**config.mk**
```make
export PLATFORM = sky130hd
export DESIGN_NAME = dmem_lsu
export DESIGN_NICKNAME = d
export VERILOG_FILES = /design/src/rtl/rv32_mem_pkg.sv /design/src/rtl/lsu_align.sv /design/src/rtl/dmem_lsu.sv
export SDC_FILE = /design/constraint.sdc
export NUM_CORES = 1
export LEC_CHECK = 0
export CORE_MARGIN = 4
export CORE_UTILIZATION = 30
export CTS_CLUSTER_DIAMETER = 100
export CTS_CLUSTER_SIZE = 14
export DETAILED_ROUTE_END_ITERATION = 8
export PLACE_DENSITY_LB_ADDON = 0.2
export SLEW_MARGIN = 20
export SYNTH_ARGS = -nofsm -noshare
export SYNTH_HDL_FRONTEND = slang
export SYNTH_HIERARCHICAL = 1
export SYNTH_SLANG_ARGS = --single-unit
```
**constraint.sdc**
```tcl
create_clock -name clk -period 5 [get_ports clk]
set_input_delay 1 -clock clk [delete_from_list [all_inputs] [get_ports clk]]
set_output_delay 1 -clock clk [all_outputs]
set_load 0.005 [all_outputs]
```
**src/rtl/rv32_mem_pkg.sv**
```systemverilog
// Shared size encodings, LSU state type and alignment rule for the RV32 data-memory path.
package rv32_mem_pkg;

  localparam logic [1:0] SZ_B = 2'b00;
  localparam logic [1:0] SZ_H = 2'b01;
  localparam logic [1:0] SZ_W = 2'b10;

  typedef enum logic [1:0] {
    IDLE = 2'd0,
    BUS  = 2'd1,
    DONE = 2'd2
  } lsu_state_t;

  // Encoding 2'b11 behaves as a word, so any size with bit 1 set needs word alignment.
  function automatic logic misaligned_acc(input logic [1:0] size, input logic [1:0] lo);
    return ((size == SZ_H) && lo[0]) || (size[1] && (lo != 2'b00));
  endfunction

endpackage

```
**src/rtl/lsu_align.sv**
```systemverilog
// Byte-lane steering: store byte enables and replicated store data, plus load extraction and extension.
module lsu_align
  import rv32_mem_pkg::*;
(
  input  logic [1:0]  lo,
  input  logic [1:0]  size,
  input  logic        sign,
  input  logic [31:0] wdata,
  input  logic [31:0] rdata,
  output logic [3:0]  be,
  output logic [31:0] lane_wdata,
  output logic [31:0] load_data
);

  logic [7:0]  rd_byte;
  logic [15:0] rd_half;

  always_comb begin
    rd_byte    = rdata[{lo, 3'b000} +: 8];
    rd_half    = rdata[{lo[1], 4'b0000} +: 16];
    be         = 4'b1111;
    lane_wdata = wdata;
    load_data  = rdata;
    case (size)
      SZ_B: begin
        be         = 4'b0001 << lo;
        lane_wdata = {4{wdata[7:0]}};
        load_data  = {{24{sign & rd_byte[7]}}, rd_byte};
      end
      SZ_H: begin
        be         = 4'b0011 << {lo[1], 1'b0};
        lane_wdata = {2{wdata[15:0]}};
        load_data  = {{16{sign & rd_half[15]}}, rd_half};
      end
      default: ;
    endcase
  end

endmodule

```
**src/rtl/dmem_lsu.sv**
```systemverilog
// Load/store unit: one req/ack bus access per MEM-stage request, stalling the core until it completes.
// Minimum two stall cycles; a silent bus is abandoned after TIMEOUT_CYC cycles with a bus_err pulse.
module dmem_lsu
  import rv32_mem_pkg::*;
#(
  parameter int TIMEOUT_CYC = 16,
  parameter int CNT_W       = 5
) (
  input  logic        clk,
  input  logic        rst,
  input  logic [31:0] addr,
  input  logic [31:0] wdata,
  input  logic        mem_w,
  input  logic        mem_r,
  input  logic [1:0]  B_H_W,
  input  logic        sign,
  output logic [31:0] data_in,
  output logic        stall,
  output logic        misaligned,
  output logic        bus_err,
  output logic        bus_req,
  output logic        bus_we,
  output logic [31:0] bus_addr,
  output logic [3:0]  bus_be,
  output logic [31:0] bus_wdata,
  input  logic        bus_ack,
  input  logic [31:0] bus_rdata
);

  localparam logic [CNT_W-1:0] CNT_LAST = CNT_W'(TIMEOUT_CYC - 1);

  lsu_state_t       state;
  logic [CNT_W-1:0] cnt;
  logic [1:0]       lo_q;
  logic [1:0]       size_q;
  logic             sign_q;

  logic        req;
  logic        misal;
  logic        accept;
  logic [1:0]  lo_s;
  logic [1:0]  size_s;
  logic        sign_s;
  logic [3:0]  be_c;
  logic [31:0] wd_c;
  logic [31:0] ld_c;

  assign req    = mem_w | mem_r;
  assign misal  = misaligned_acc(B_H_W, addr[1:0]);
  assign accept = (state == IDLE) && req && !misal;
  // Reset must release the pipeline at once, even if a request is still presented.
  assign stall  = rst && (accept || (state == BUS));

  // Live controls while deciding in IDLE; the captured copy while the access is in flight.
  assign lo_s   = (state == IDLE) ? addr[1:0] : lo_q;
  assign size_s = (state == IDLE) ? B_H_W     : size_q;
  assign sign_s = (state == IDLE) ? sign      : sign_q;

  lsu_align u_align (
    .lo         (lo_s),
    .size       (size_s),
    .sign       (sign_s),
    .wdata      (wdata),
    .rdata      (bus_rdata),
    .be         (be_c),
    .lane_wdata (wd_c),
    .load_data  (ld_c)
  );

  always_ff @(posedge clk or negedge rst) begin
    if (!rst) begin
      state      <= IDLE;
      cnt        <= '0;
      lo_q       <= 2'b00;
      size_q     <= 2'b00;
      sign_q     <= 1'b0;
      data_in    <= '0;
      misaligned <= 1'b0;
      bus_err    <= 1'b0;
      bus_req    <= 1'b0;
      bus_we     <= 1'b0;
      bus_addr   <= '0;
      bus_be     <= '0;
      bus_wdata  <= '0;
    end else begin
      misaligned <= 1'b0;
      bus_err    <= 1'b0;
      case (state)
        IDLE: begin
          if (req) begin
            if (misal) begin
              misaligned <= 1'b1;
            end else begin
              bus_req   <= 1'b1;
              bus_we    <= mem_w;
              bus_addr  <= {addr[31:2], 2'b00};
              bus_be    <= mem_w ? be_c : 4'b1111;
              bus_wdata <= wd_c;
              lo_q      <= addr[1:0];
              size_q    <= B_H_W;
              sign_q    <= sign;
              cnt       <= '0;
              state     <= BUS;
            end
          end
        end
        BUS: begin
          if (bus_ack) begin
            bus_req <= 1'b0;
            if (!bus_we) data_in <= ld_c;
            state   <= DONE;
          end else if (cnt == CNT_LAST) begin
            bus_req <= 1'b0;
            bus_err <= 1'b1;
            if (!bus_we) data_in <= '0;
            state   <= DONE;
          end else begin
            cnt <= cnt + CNT_W'(1);
          end
        end
        DONE:    state <= IDLE;
        default: state <= IDLE;
      endcase
    end
  end

endmodule

```
==> key figures, run 1 <==
STA
  – Maximum clock frequency: 236.8 MHz
  – Final worst slack: roughly 0.78 ns
  – Skew final: about 0.0053 ns
  – Final Cycle Share: between 80 and 90%
  – Slew Viols, Final: 0
  – Final hold vios: 0
  – Max-slew headroom: between 20% and 30%
  – Minimum clock period: about 4.2 ns
  – Endpoints failing setup: 0
  – Setup TNS: 0 ns
  – RSZ-0062 raised after global routing: no
  – Worst slew pin tran: 1.086 ns

Place
  – DP Area: ~0.008 sq mm
  – Pre-CTS setup slack: slightly below 0.8 ns
  – PortBufs: between 200 and 250
  – GPL Wtd Cong: between 0.8 and 0.9
  – Final HPWL DP: 13.42 mm

Global route
  – Vias in the first global route: roughly 5400
  – Initial antenna violation count: 0
  – Grt total ovfl: 0
  – Largest net degree at the start of global routing: 69
  – First-pass GRT wire length: about 30 mm
  – Gr usage total: between 10% and 20%

Route
  – WL per Instance: ~19 um
  – DR iter-0 viols: 293
  – Vias/cell: between 5 and 6
  – Drt total wl: around 19 mm
  – Residual DRC count: 0
  – First-pass iteration count of the detailed router: 6
  – Via count: roughly 5000
  – Routed Antenna Nets: 0

Clocking
  – TritonCTS Buffers: 17
  – CTS Sinks: between 100 and 150
  – Number of H-tree levels: 4
  – CTS max path bufs: 2
  – # hold bufs at CTS: 0
  – CTS clk-pin slew, worst paths: roughly 0.060 ns
  – Post-CTS setup buffer count: 0
  – Clk Latency, worst-skew pair: roughly 0.42 ns
  – Resize count post-CTS: 0
  – TritonCTS clock tree: yes
  – Root Buffer Master: clkbuf_16

Pwr
  – Pwr dens: 582.6 mW/mm^2
  – Total power: ~0.005 W
  – Lkg Pwr: roughly 3.5 nW
  – Worst vdd ir: 0.2748 mV

Run status
  – Status: complete, no violations

Cells and area
  – Multi-input gate area: 0.002804 sq mm
  – Commonest non-fill, non-tap cell in the layout: clkdlybuf4s50_1
  – Flip-flop and latch area: approximately 0.0029 sq mm
  – Filler cells: between 1500 and 2000
  – Design area: 0.008768 sq mm
  – Share of cells above drive strength 1: between 15 and 20%
  – Area growth syn-to-layout: 45.48%
  – ANT cells: 0
  – Fin nets: about 830
  – Commonest cells after routing, fill and taps aside: clkdlybuf4s50_1 (205), dfrtp_1 (114), mux2_2 (62), nand2_1 (51), o21ai_0 (39)

Critical path
  – Worst setup EP type: output port
  – Crit path max-delay family: buffers and inverters
  – CP bufs+invs: 2
  – Highest cell delay on the worst timing path: 0.65 ns
  – CP cell instances: clkdlybuf4s50_1, a21o_1, a221oi_1, and2_1, clkdlybuf4s50_1
  – Critical Path Most Common Cell: clkdlybuf4s50_1
  – Worst-path fanout max: 9
  – CP arrival: around 3.2 ns
  – CP required: roughly 4 ns
  – Slowest stage cell, crit path: a221oi_1
  – Flop2flop setup slack: about 1.8 ns
  – Startpoint Class: primary input
  – WS Path Type: in2out

Logic synthesis
  – Asr flop ratio synth: 100.0%
  – Synth area leaders: dfrtp_1 (47%), mux2_2 (12%), o31ai_1 (4.1%), o21ai_0 (3.2%), nand2_1 (3.2%)
  – Register bit total from synthesis: 114
  – Mean post-synth cell area: around 11 sq um
  – Library cells used by synthesis: 56
  – Synth Instances: between 500 and 600
  – Synth top area share: ~47%
  – Yosys top cell by area: dfrtp_1
  – Sequential fraction of the synthesis area: 47.33%
  – Number of flops mapped to enable cells by yosys: 0
  – Yosys warns: 6
  – Main synth FF type: dfrtp_1
  – Mapped Area: around 0.0060 sq mm

Floorplan
  – Starting Density: between 30% and 40%
  – I/O pins: ~210
  – Core ar.: just under 0.02 sq mm
  – Die X: 149.7 um
  – Die Span Y: between 100 and 150 um
  – Row cnt: a little over 50
  – Die area: 0.02242 sq mm

Flow run
  – Maxcap violations: 0

Min path
  – Hold WC Path Type: reg2reg
[Yosys cell counts (9+ instances only)]
master and number:
o21ai_0 39, buf_4 14, buf_2 10, o22ai_1 20
inv_1 9, mux2_1 16, nand2_1 51, nor2_1 14
mux2_2 62, o31ai_1 33, dfrtp_1 114, nor2b_1 18
clkbuf_1 27, mux2i_1 18
[state kept, by name, indices dropped and copies added, names as in the netlist]
register and flops:
bus_be 4, bus_err 1, bus_we 1, state 2, sign_q 1, size_q 2, bus_wdata 32, cnt 5
misaligned 1, bus_req 1, lo_q 2, bus_addr 30, data_in 32
[layout make-up]
type / instances / area share, %
Sequential cell: 114 / 32.53
Multi-Input combinational cell: 364 / 31.98
Timing Repair Buffer: 215 / 24.26
Clock buffer: 17 / 4.852
Tap cell: 265 / 3.781
Clock inverter: 15 / 2.212
Inverter: 9 / 0.3853
[worst paths after layout]
kind                                      end         start  depth (start not counted)
worst max register to register    data_in[16]      state[1]                          7
worst min register to register   bus_addr[27]  bus_addr[27]                          1
max in group asynchronous       bus_wdata[18]           rst                          3
worst max-delay path                    stall      B_H_W[1]                          5
worst min-delay path             bus_addr[27]  bus_addr[27]                          1
min in group asynchronous          data_in[8]           rst                          2
[stage by stage]
stage | util [%] | cells | hold slack [ns]
after floorplan | - | 547 | 0.4541
after CTS | 44.76 | 999 | 0.4890
after global routing | 44.76 | 999 | 0.4946
final | 44.76 | 999 | 0.4825
after global placement | 41.60 | 967 | 0.4660
after detailed placement | 41.60 | 967 | 0.4775
[metal layers]
layer	vias up	wire length, um	GRT usage, %
li1	2352	-	-
met1	2536	7694	20.36
met2	214	9201	28.03
met3	25	1694	5.360
met4	0	429	6.633
met5	-	0	0
[cell families after synthesis]
| family | synth area share (%) |
|---|---|
| AOI/OAI and AO/OA | 17.63 |
| adders and majority gates | 0.4151 |
| buffers and inverters | 6.249 |
| DFF | 47.33 |
| muxes | 19.93 |
| other | 0.06222 |
| and+or+nand+nor | 8.387 |
[power by group]
group | internal, W | switching (W) | total, W
clock | 0.000800 | 0.000492 | 0.00129
sequential | 0.00133 | 0.000237 | 0.00157
combinational | 0.00129 | 0.000963 | 0.00225
total | 0.00342 | 0.00169 | 0.00511
[worst register-to-register path: cells and delay by family (launching register included)]
| kind | cells | cell delay (ns) |
|---|---|---|
| compound gates | 4 | 1.96 |
| flops | 1 | 0.51 |
| mux | 1 | 0.30 |
| simple gates | 2 | 0.32 |
Note: power is estimated with default switching activity, not from simulation.
==> inputs of run 2 (changes only) <==
==> constraint.sdc (replaced) <==
create_clock -name clk -period 3.7 [get_ports clk]
set_input_delay 0.74 -clock clk [delete_from_list [all_inputs] [get_ports clk]]
set_output_delay 0.74 -clock clk [all_outputs]
set_load 0.005 [all_outputs]
==> run 2 against run 1 <==
  * Critical path depth unchanged
  * First-iteration DRC count up 11%
  * Register-to-register slack worse by 0.91 ns
  * Final area up 0.33%
  * Sequential cell count unchanged
  * Non-clock buffer count up 4
  * Cell count up 0.50%
  * Utilization up 0.15 points
  * Critical path type unchanged
==> key figures, run 2 (synthesized netlist as in run 1, its figures left out) <==
Route
  – DR iter-0 viols: 326 (was 293)
  – WL per Instance: 18.66 um (was 19.04 um)
  – Residual DRC count: 0 (unchanged)
  – Drt total wl: 18.74 mm (was 19.02 mm)
  – First-pass iteration count of the detailed router: 5 (was 6)
  – Vias/cell: 5.051 (was 5.132)
  – Via count: 5071 (was 5127)
  – Routed Antenna Nets: 0 (unchanged)

Critical path
  – Instance count on the critical path: 5 (unchanged)
  – CP required: 2.96 ns (was 4.00 ns)
  – CP bufs+invs: 2 (unchanged)
  – Critical Path Most Common Cell: clkdlybuf4s50_1 (unchanged)
  – CP arrival: 2.56 ns (was 3.22 ns)
  – CP cell instances: clkdlybuf4s50_1, a21o_1, a221oi_1, and2_1, clkdlybuf4s50_1 (unchanged)
  – Reg2reg start: state[1] (unchanged)
  – Startpoint Class: primary input (unchanged)
  – Worst setup EP type: output port (unchanged)
  – WS Path Type: in2out (unchanged)
  – Crit path max-delay family: buffers and inverters (unchanged)
  – Register-to-Register Path Depth: 8 (was 7)
  – Crit path launch: B_H_W[1] (unchanged)
  – Highest cell delay on the worst timing path: 0.55 ns (was 0.65 ns)
  – Worst-path fanout max: 9 (unchanged)
  – Slowest stage cell, crit path: clkdlybuf4s50_1 (was a221oi_1)

Run status
  – Status: complete, no violations (unchanged)

STA
  – Maximum clock frequency: between 300 and 400 MHz
  – Final hold vios: 0 (unchanged)
  – Minimum clock period: 3.304 ns
  – Max-slew headroom: 30.20% (was 26.86%)
  – Skew final: 0.01240 ns (was 0.005304 ns)
  – Final Cycle Share: approximately 90%
  – WHS: 0.4873 ns (was 0.4825 ns)
  – Worst slew pin tran: 1.036 ns (was 1.086 ns)
  – Slew Viols, Final: 0 (unchanged)
  – Setup TNS: 0 ns (unchanged)
  – Endpoints failing setup: 0 (unchanged)
  – RSZ-0062 raised after global routing: no (unchanged)

Place
  – GPL Wtd Cong: 0.8189 (was 0.8110)
  – DP Area: 0.008192 sq mm (was 0.008149 sq mm)
  – Final HPWL DP: 13.47 mm (was 13.42 mm)
  – PortBufs: 206 (unchanged)
  – Dpl cells: 971 (was 967)

Global route
  – Gr usage total: 16.73% (was 16.86%)
  – Grt total ovfl: 0 (unchanged)
  – Initial antenna violation count: 3 (was 0)
  – First-pass GRT wire length: 29.28 mm (was 29.51 mm)
  – Vias in the first global route: 5348 (was 5403)
  – Largest net degree at the start of global routing: 69 (unchanged)

Floorplan
  – Core ar.: 0.01959 sq mm (unchanged)
  – Die area: 0.02242 sq mm (unchanged)
  – Die Span Y: 149.7 um (unchanged)
  – Starting Density: 30.77% (unchanged)
  – Die X: 149.7 um (unchanged)
  – I/O pins: 209 (unchanged)
  – Row cnt: 51 (unchanged)

Clocking
  – # hold bufs at CTS: 0 (unchanged)
  – CTS clk-pin slew, worst paths: 0.05 ns (was 0.06 ns)
  – Clk Latency, worst-skew pair: 0.42 ns (about the same)
  – TritonCTS Buffers: 17 (unchanged)
  – Resize count post-CTS: 0 (unchanged)
  – Number of H-tree levels: 4 (unchanged)
  – CTS max path bufs: 2 (unchanged)
  – Post-CTS setup buffer count: 0 (unchanged)
  – CTS Sinks: 114 (unchanged)
  – TritonCTS clock tree: yes (unchanged)
  – Root Buffer Master: clkbuf_16 (unchanged)

Cells and area
  – Design area: 0.008797 sq mm (was 0.008768 sq mm)
  – Non-Filler Instances: 1004 (was 999)
  – Share of cells above drive strength 1: 16.94% (was 16.76%)
  – Commonest cells after routing, fill and taps aside: clkdlybuf4s50_1 (205), dfrtp_1 (114), mux2_2 (62), nand2_1 (51), o21ai_0 (39) (unchanged)
  – Regs by FF count: bus_wdata x32, data_in x32, bus_addr x30 (unchanged)
  – Fin nets: 831 (was 827)
  – Commonest non-fill, non-tap cell in the layout: clkdlybuf4s50_1 (unchanged)
  – Area growth syn-to-layout: 45.96% (was 45.48%)

Min path
  – Worst hold path depth: 1 (unchanged)
  – Min-delay src: size_q[0] (was bus_addr[27])
  – Hold WC Path Type: reg2reg (unchanged)

Flow run
  – Maxcap violations: 0 (unchanged)

Pwr
  – Worst vdd ir: 0.3452 mV (was 0.2748 mV)
  – Pwr dens: 781.3 mW/mm^2 (was 582.6 mW/mm^2)
  – Total power: 0.006873 W (was 0.005108 W)
  – Lkg Pwr: 3.514 nW (was 3.509 nW)
## run 2: layer usage
layer | wire length [um] | GRT usage, %
met1 | 7734 | 20.57
met2 | 8933 | 26.88
met3 | 1599 | 5.996
met4 | 441 | 6.587
met5 | 27 | 0
## run 2: worst paths after layout
check | slack, ns | end
min in group asynchronous | 0.50 | data_in[29]
max in group asynchronous | 1.86 | size_q[0]
max | 0.40 | stall
max reg2reg | 0.86 | data_in[9]
min | 0.49 | size_q[0]
min reg2reg | 0.49 | size_q[0]
## run 2: cell type report
| type | instances | area [sq um] |
|---|---|---|
| clock buffers | 20 | 446.7 |
| well taps | 265 | 331.6 |
| diodes | 1 | 2.502 |
| flip-flops and latches | 114 | 2853 |
| multi-input cells | 364 | 2804 |
| repair buffers | 219 | 2170 |
| fillers | 1878 | 10790 |
| inverters | 9 | 33.78 |
| clock inverters | 12 | 156.4 |
## run 2: power breakdown
group | switching [W] | internal (W) | total (W)
Clock | 0.000616 | 0.00108 | 0.00169
Combinational | 0.00129 | 0.00176 | 0.00306
Sequential | 0.000322 | 0.00180 | 0.00212
## run 2: through the flow
step	setup WS (ns)	utilization [%]
floorplan	1.147	-
global placement	0.4355	41.82
detailed placement	0.4065	41.82
CTS	0.3921	44.89
global route	0.2745	44.91
finish	0.3958	44.91
==> inputs of run 3 (changes only) <==
--- a/config.mk
+++ b/config.mk
@@ -5,6 +5,7 @@
 export SDC_FILE = /design/constraint.sdc
 export NUM_CORES = 1
 export LEC_CHECK = 0
+export ABC_AREA = 1
 export CORE_MARGIN = 4
 export CORE_UTILIZATION = 30
 export CTS_CLUSTER_DIAMETER = 100
==> run 3 against run 2 <==
  * Wire length is 1.2% lower
  * Critical path depth is 2 higher
  * Via count is 6.8% higher
  * Area after synthesis is 3.8% lower
  * Sequential power is 3% lower
  * Cell count is 21% higher
  * Maximum frequency is 13% higher
  * Final area is 3.2% lower
  * Worst setup slack better by 0.38 ns
  * Utilization is 0.32 points higher
  * Non-clock buffer count stayed put
  * Sequential share of layout area is 1.1 points higher
==> key figures, run 3 <==
Run status
  – Status: complete, no violations (unchanged)

Floorplan
  – Core ar.: 0.01883 sq mm (was 0.01959 sq mm)
  – Die area: 0.02162 sq mm (was 0.02242 sq mm)
  – Row cnt: 50 (was 51)
  – Starting Density: 30.80% (was 30.77%)
  – Die Span Y: 147.0 um (was 149.7 um)
  – Die X: 147.0 um (was 149.7 um)
  – I/O pins: 209 (unchanged)

Logic synthesis
  – Register bit total from synthesis: 114 (unchanged)
  – Yosys warns: 6 (unchanged)
  – Synth top area share: 49.19% (was 47.33%)
  – Main synth FF type: dfrtp_1 (unchanged)
  – Mapped Area: 0.005799 sq mm (was 0.006027 sq mm)
  – Synth Instances: 757 (was 546)
  – Library cells used by synthesis: 28 (was 56)
  – Yosys top cell by area: dfrtp_1 (unchanged)
  – Asr flop ratio synth: 100.0% (unchanged)
  – Top-count cell post-synth: nand2_1 (was dfrtp_1)
  – Mean post-synth cell area: 7.661 sq um (was 11.04 sq um)
  – Synth area leaders: dfrtp_1 (49%), nand2_1 (24%), nand3_1 (7.2%), o21ai_0 (4.7%), buf_6 (1.9%) (was dfrtp_1 (47%), mux2_2 (12%), o31ai_1 (4.1%), o21ai_0 (3.2%), nand2_1 (3.2%))
  – Number of flops mapped to enable cells by yosys: 0 (unchanged)
  – Synth cell count leaders: nand2_1 (377), dfrtp_1 (114), nand3_1 (84) (was dfrtp_1 (114), mux2_2 (62), nand2_1 (51))
  – Sequential fraction of the synthesis area: 49.19% (was 47.33%)

STA
  – WHS: 0.4738 ns (was 0.4873 ns)
  – Maximum clock frequency: 342.2 MHz (was 302.6 MHz)
  – Minimum clock period: 2.922 ns (was 3.304 ns)
  – Max-slew headroom: 40.06% (was 30.20%)
  – RSZ-0062 raised after global routing: no (unchanged)
  – Final worst slack: 0.7777 ns (was 0.3958 ns)
  – Final hold vios: 0 (unchanged)
  – Skew final: 0.007056 ns (was 0.01240 ns)
  – Endpoints failing setup: 0 (unchanged)
  – Setup TNS: 0 ns (unchanged)
  – Slew Viols, Final: 0 (unchanged)
  – Worst slew pin tran: 0.8991 ns (was 1.036 ns)
  – Final Cycle Share: 78.98% (was 89.30%)

Critical path
  – Slowest stage cell, crit path: clkdlybuf4s50_1 (unchanged)
  – Worst setup EP type: output port (unchanged)
  – Highest cell delay on the worst timing path: 0.52 ns (was 0.55 ns)
  – Reg2reg start: state[1] (unchanged)
  – Crit path max-delay family: buffers and inverters (unchanged)
  – Flop2flop setup slack: 1.26 ns (was 0.86 ns)
  – Startpoint Class: primary input (unchanged)
  – WS Path Type: in2out (unchanged)
  – CP cell instances: clkdlybuf4s50_1, inv_1, nand2_1, nand2_1, nand2_4, a21boi_0, clkdlybuf4s50_1 (was clkdlybuf4s50_1, a21o_1, a221oi_1, and2_1, clkdlybuf4s50_1)
  – Reg2reg end: data_in[23] (was data_in[9])
  – Register-to-Register Path Depth: 11 (was 8)
  – CP arrival: 2.18 ns (was 2.56 ns)
  – Worst-path fanout max: 3 (was 9)
  – CP bufs+invs: 3 (was 2)
  – CP required: 2.96 ns (about the same)

Global route
  – Vias in the first global route: 5322 (was 5348)
  – First-pass GRT wire length: 29.48 mm (was 29.28 mm)
  – Largest net degree at the start of global routing: 115 (was 69)
  – Gr usage total: 17.18% (was 16.73%)
  – Initial antenna violation count: 0 (was 3)
  – Grt total ovfl: 0 (unchanged)

Route
  – Via count: 5416 (was 5071)
  – Drt total wl: 18.51 mm (was 18.74 mm)
  – Vias/cell: 4.454 (was 5.051)
  – First-pass iteration count of the detailed router: 6 (was 5)
  – Routed Antenna Nets: 0 (unchanged)
  – Residual DRC count: 0 (unchanged)
  – DR iter-0 viols: 335 (was 326)
  – WL per Instance: 15.22 um (was 18.66 um)

Pwr
  – Lkg Pwr: 4.230 nW (was 3.514 nW)
  – Pwr dens: 749.6 mW/mm^2 (was 781.3 mW/mm^2)
  – Worst vdd ir: 0.3035 mV (was 0.3452 mV)

Clocking
  – Number of H-tree levels: 4 (unchanged)
  – TritonCTS clock tree: yes (unchanged)
  – # hold bufs at CTS: 0 (unchanged)
  – CTS clk-pin slew, worst paths: 0.06 ns (was 0.05 ns)
  – Post-CTS setup buffer count: 0 (unchanged)
  – Root Buffer Master: clkbuf_16 (unchanged)
  – CTS max path bufs: 2 (unchanged)
  – CTS Sinks: 114 (unchanged)
  – TritonCTS Buffers: 17 (unchanged)
  – Clk Latency, worst-skew pair: 0.41 ns (was 0.42 ns)
  – Resize count post-CTS: 0 (unchanged)

Cells and area
  – Commonest cells after routing, fill and taps aside: nand2_1 (377), clkdlybuf4s50_1 (205), dfrtp_1 (114), nand3_1 (84), o21ai_0 (51) (was clkdlybuf4s50_1 (205), dfrtp_1 (114), mux2_2 (62), nand2_1 (51), o21ai_0 (39))
  – Commonest non-fill, non-tap cell in the layout: nand2_1 (was clkdlybuf4s50_1)
  – ANT cells: 0 (was 1)
  – Regs by FF count: bus_wdata x32, data_in x32, bus_addr x30 (unchanged)
  – Share of cells above drive strength 1: 7.741% (was 16.94%)
  – Fin nets: 1050 (was 831)
  – Area growth syn-to-layout: 46.86% (was 45.96%)

Place
  – Final HPWL DP: 13.13 mm (was 13.47 mm)
  – Pre-CTS setup slack: 0.7276 ns (was 0.4065 ns)
  – PortBufs: 206 (unchanged)
  – GPL Wtd Cong: 0.7894 (was 0.8189)

Flow run
  – Maxcap violations: 0 (unchanged)

Min path
  – Hold WC Path Type: in2async (was reg2reg)
-- run 3: per-layer routing --
metal | share of wire (%) | vias to the layer above | GRT usage (%)
met5 | 0 | - | 0
met4 | 1.6 | 0 | 4.893
met3 | 8.2 | 18 | 6.539
met2 | 45 | 175 | 26.39
met1 | 45 | 2451 | 22.73
li1 | - | 2772 | -
-- run 3: cells by family (layout without fill, tap and decap cells) --
family	count (synthesis)	count (layout)	share of synthesized area [%]
buffers and inverters	78	276	7.832
flip-flops	114	114	49.19
AND/OR/NAND/NOR	496	496	36.29
AO/OA/AOI/OAI	66	66	6.192
other	1	2	0.06466
adder cells (fa/ha/maj)	2	2	0.4314
-- run 3: layout make-up --
type / instances / area, sq um
clock buffers: 21 / 460.4
clock inverters: 10 / 86.33
fillers: 1885 / 10310
inverters: 26 / 115.1
multi-input cells: 566 / 2507
flip-flops and latches: 114 / 2853
well taps: 260 / 325.3
repair buffers: 219 / 2170
-- run 3: report_power, final --
part	switching, W	internal [W]	total, W
logic	0.00140	0.00141	0.00281
clock network	0.000567	0.000948	0.00152
registers	0.000285	0.00177	0.00206
-- run 3: worst reg2reg max path, stage by stage, from the launching register on --
cell and delay, ns:
dfrtp_1 0.42, inv_2 0.07, nand2_1 0.24, o21ai_1 0.62
nand2_1 0.12, nand2_1 0.09, nand2_1 0.06, nand2_2 0.10
nand3_4 0.26, nand3_1 0.20, nand3_1 0.09, nand2_1 0.10
-- run 3: worst max path at each step --
stage | to | slack [ns] | startpoint | cells after the start
global route | stall | 0.63 | B_H_W[1] | 7
CTS | stall | 0.75 | B_H_W[1] | 7
floorplan | data_in[0] | 1.58 | B_H_W[0] | 11
finish | stall | 0.78 | B_H_W[1] | 7
global placement | cnt[3] | 0.74 | B_H_W[1] | 9
detailed placement | cnt[3] | 0.73 | mem_w | 8
-- run 3: through the flow --
| stage | util (%) | cells | instance area, sq um | total power [W] |
|---|---|---|---|---|
| 5_1_grt | 45.23 | 1216 | 8517 | 0.006888 |
| 3_3_place_gp | 42.33 | 1185 | 7970 | 0.004909 |
| 6_report | 45.23 | 1216 | 8517 | 0.006385 |
| 2_1_floorplan | - | 758 | 5803 | 0.003399 |
| 3_5_place_dp | 42.33 | 1185 | 7970 | 0.004921 |
| 4_1_cts | 45.23 | 1216 | 8517 | 0.006487 |
